==> src/rtl/deserialize_pkg.sv <==
// Shared helpers for the tagged {index, data} argument stream produced by serialize.
package deserialize_pkg;

    // Width of the slot-index field in front of each data word; never narrower than one bit.
    function automatic int unsigned idx_width(input int unsigned argn);
        return (argn < 2) ? 1 : $clog2(argn);
    endfunction

endpackage

==> src/rtl/deserialize.sv <==
// Gathers one word per slot index from a tagged stream and emits the full argument vector,
// double-buffered so the next set collects while the previous result waits for res_rdy.
module deserialize
    import deserialize_pkg::*;
#(
    parameter int unsigned  ARGW = 16,
    parameter int unsigned  ARGN = 2,
    localparam int unsigned IDXW = idx_width(ARGN)
) (
    input  logic                 clk,
    input  logic                 rst,
    input  logic                 arg_stb,
    input  logic [IDXW+ARGW-1:0] arg_dat,
    output logic                 arg_rdy,
    output logic                 res_stb,
    output logic [ARGN*ARGW-1:0] res_dat,
    input  logic                 res_rdy
);

    logic [IDXW-1:0]      idx;
    logic [ARGW-1:0]      wrd;
    logic [ARGN-1:0]      flg;
    logic [ARGN-1:0]      hit;
    logic [ARGN*ARGW-1:0] slot_vec;
    logic                 accept;
    logic                 xfer;

    assign idx = arg_dat[IDXW+ARGW-1:ARGW];
    assign wrd = arg_dat[ARGW-1:0];

    // An out-of-range index hits no slot, so it is always ready and simply dropped.
    assign arg_rdy = ~|(hit & flg);
    assign accept  = arg_stb & arg_rdy;
    assign xfer    = (&flg) & (~res_stb | res_rdy);

    for (genvar n = 0; n < ARGN; n++) begin : g_slot
        logic [ARGW-1:0] slot_q;
        logic            flg_q;

        assign hit[n] = (idx == IDXW'(n));

        // A full set blocks every in-range accept, so clear and fill never collide.
        always_ff @(posedge clk) begin
            if (rst) begin
                slot_q <= '0;
                flg_q  <= 1'b0;
            end else if (xfer) begin
                flg_q  <= 1'b0;
            end else if (accept && hit[n]) begin
                slot_q <= wrd;
                flg_q  <= 1'b1;
            end
        end

        assign flg[n]                    = flg_q;
        assign slot_vec[n*ARGW +: ARGW] = slot_q;
    end

    always_ff @(posedge clk) begin
        if (rst) begin
            res_stb <= 1'b0;
            res_dat <= '0;
        end else if (xfer) begin
            res_stb <= 1'b1;
            res_dat <= slot_vec;
        end else if (res_rdy) begin
            res_stb <= 1'b0;
        end
    end

endmodule

==> config.mk <==
export PLATFORM = sky130hd
export DESIGN_NAME = deserialize
export DESIGN_NICKNAME = d
export VERILOG_FILES = /design/src/rtl/deserialize_pkg.sv /design/src/rtl/deserialize.sv
export SDC_FILE = /design/constraint.sdc
export NUM_CORES = 1
export LEC_CHECK = 0
export ABC_AREA = 0
export CORE_MARGIN = 2
export CORE_UTILIZATION = 41
export DETAILED_ROUTE_END_ITERATION = 10
export PLACE_DENSITY = 0.71
export SKIP_LAST_GASP = 1
export SYNTH_ARGS = -nofsm -noshare
export SYNTH_HDL_FRONTEND = slang
export SYNTH_SLANG_ARGS = --single-unit
==> constraint.sdc <==
create_clock -name clk -period 1.6 [get_ports clk]
set_input_delay 0.32 -clock clk [delete_from_list [all_inputs] [get_ports clk]]
set_output_delay 0.32 -clock clk [all_outputs]
set_load 0.01 [all_outputs]
==> results.tsv <==
metric	value	unit
max_cap_violations	0	
gr-total-overflow	0	
end_kind	output port	
ys_seq_area_frac	0.495	
netlist_area	0.00271	mm^2
numCtsBuffers	9	
drive_above_1_share	0.0899	
crit_family	buffers and inverters	
p_leak	1.36	nW
drt-wirelength-per-cell	12.9	um
gp_congestion	0.748	
path_max_fanout	2	
synth-compound-area-share	0.0610	
vdd_ir_drop_max	0.650	mV
arrival	1240	ps
clk_latency	330	ps
initial_core_util	0.424	
final_common_cell	dfxtp_1	
path_cells	clkdlybuf4s50_1 -> mux2i_1 -> clkdlybuf4s15_1	
crit_path_max_incr_delay	490	ps
wl	5600	um
synth_fa_ha_area_frac	0	
p_per_area	987	mW/mm^2
place.detailed.hpwl	3680	um
worstSetupStartpointType	input port	
synthArstFlopShare	0	
grt_pass1_vias	1986	
clk_pin_slew	70	ps
drtPass1Iterations	4	
slew_headroom	0.780	
syn-num-nets	314	
final.fill_count	571	
path_class	in -> out	
clockBufferDepth	2	
synth-seq-cells	67	
grt_antenna_before_repair	0	
crit_buf_inv	2	
die_h	85.3	um
synthXorXnorAreaFrac	0	
finalCritPeriodShare	0.978	
synth-simple-area-share	0.272	
fmax	0.639	GHz
ys_warn_count	0	
post-route-drc-count	0	
cts_root_buf	clkbuf_8	
cts_htree_levels	3	
rows	29	
die_x	85.3	um
ant_nets	0	
grt_max_degree	100	
ys.flop_type	dfxtp_1	
grt_pass1_wl	9400	um
synth_cell_type_count	21	
fin_skew	5.55	ps
avgSynthCellArea	9.25	um^2
final_cell_mix	67 x dfxtp_1, 65 x nand2b_1, 63 x nand2_1, 49 x clkdlybuf4s50_1	
finalMaxSlewViolations	0	
drt_iter0_drc	92	
grt_usage	0.166	
setup_violations	0	
tightestPinTransition	330	ps
clock_sinks	67	
synthCells	293	
min_path_type	reg -> reg	
placed_cell_area	0.00335	mm^2
vias	2068	
cp_slowest_cell	clkdlybuf4s50_1	
synth-edff-count	0	
period_needed	1560	ps
total_power	3.52	mW
fin_nets	372	
rsz0062_at_grt	yes	
synth_top_family_by_area	simple AND/OR/NAND/NOR gates	
port_buffers	54	
tritoncts	done	
status	completed	
required	1280	ps
syn_to_final_growth	31.8	%
routed_via_density	4.78	
design_area	0.00357	mm^2
synthMuxAreaShare	0.122	
dieArea	0.00727	mm^2
io_pins	55	
core_area	0.00639	mm^2
diodes	0	
hold_viol	0	
## synthesized netlist by cell type (2+ instances only)
master    instances  share of area
buf_4             4          0.011
dfxtp_1          67           0.50
nor3_1            2         0.0037
buf_6             2         0.0083
nor2_1            2         0.0028
buf_2             3         0.0055
nand2_2           2         0.0046
clkbuf_1          8          0.011
nand2_1          63          0.087
a21oi_1          33          0.061
nand2b_1         65           0.15
mux2i_1          33           0.12
## per-stage QoR
stage	util	worst slack [ps]	instances	hold slack, ps	TNS [ps]
global route	0.559	-27.0	433	471	-27.0
finish	0.559	35.7	433	457	0
global placement	0.525	-262	417	442	-2360
detailed placement	0.525	-268	417	448	-2400
CTS	0.558	2.52	433	458	0
floorplan	-	359	293	437	0
## cell type report
| class | instances | area [um^2] | area share |
|---|---|---|---|
| clock inverter | 4 | 75.1 | 0.0210 |
| sequential | 67 | 1340 | 0.376 |
| clock buffer | 12 | 135 | 0.0379 |
| multi-input combinational | 206 | 1230 | 0.345 |
| tap | 77 | 96.3 | 0.0270 |
| timing repair buffer | 67 | 691 | 0.193 |
## logic make-up after synthesis
logic type / Yosys count
muxes: 33
and+or+nand+nor: 140
DFF: 67
AOI/OAI and AO/OA: 33
buffers and inverters: 20
## worst register-to-register path, stage by stage (launching register included)
cell     delay [ps]
dfxtp_1         490
nand2_1         130
nor2b_2         210
buf_12          180
mux2i_1         210
## path summary, 6_finish.rpt
path / slack [ps] / from / cells after the start / end
worst max-delay path: 40 / arg_dat[16] / 3 / arg_rdy
worst min-delay path: 460 / g_slot[1].slot_q[14] / 2 / g_slot[1].slot_q[14]
worst max register to register: 310 / g_slot[0].flg_q / 4 / res_dat[4]
worst min register to register: 460 / g_slot[1].slot_q[14] / 2 / g_slot[1].slot_q[14]
## report_power, final
part | switching (mW) | leakage [nW] | internal, mW
Sequential | 0.0288 | 0.543 | 1.71
Combinational | 0.134 | 0.722 | 0.151
Clock | 0.615 | 0.0968 | 0.880
Total | 0.778 | 1.36 | 2.74
## metal layers
| metal | vias up | part of all wire | GRT usage |
|---|---|---|---|
| met4 | 0 | 0.011 | 0.0606 |
| met1 | 955 | 0.43 | 0.196 |
| met2 | 48 | 0.51 | 0.284 |
| li1 | 1060 | - | - |
| met3 | 5 | 0.049 | 0.0486 |
| met5 | - | 0 | 0 |
## flip-flops by register name, indices dropped and copies added (netlist names)
name / flops
g_slot.flg_q: 2
g_slot.slot_q: 32
res_stb: 1
res_dat: 32
## repair_timing
| item | in CTS | in global routing |
|---|---|---|
| hold buffers | 0 | 0 |
| pin swaps | 0 | 0 |
| setup buffers | 0 | 0 |
| gates resized for setup | 1 | 4 |
| endpoints found under the setup margin | 1 | 4 |
Note: power is estimated with default switching activity, not from simulation.
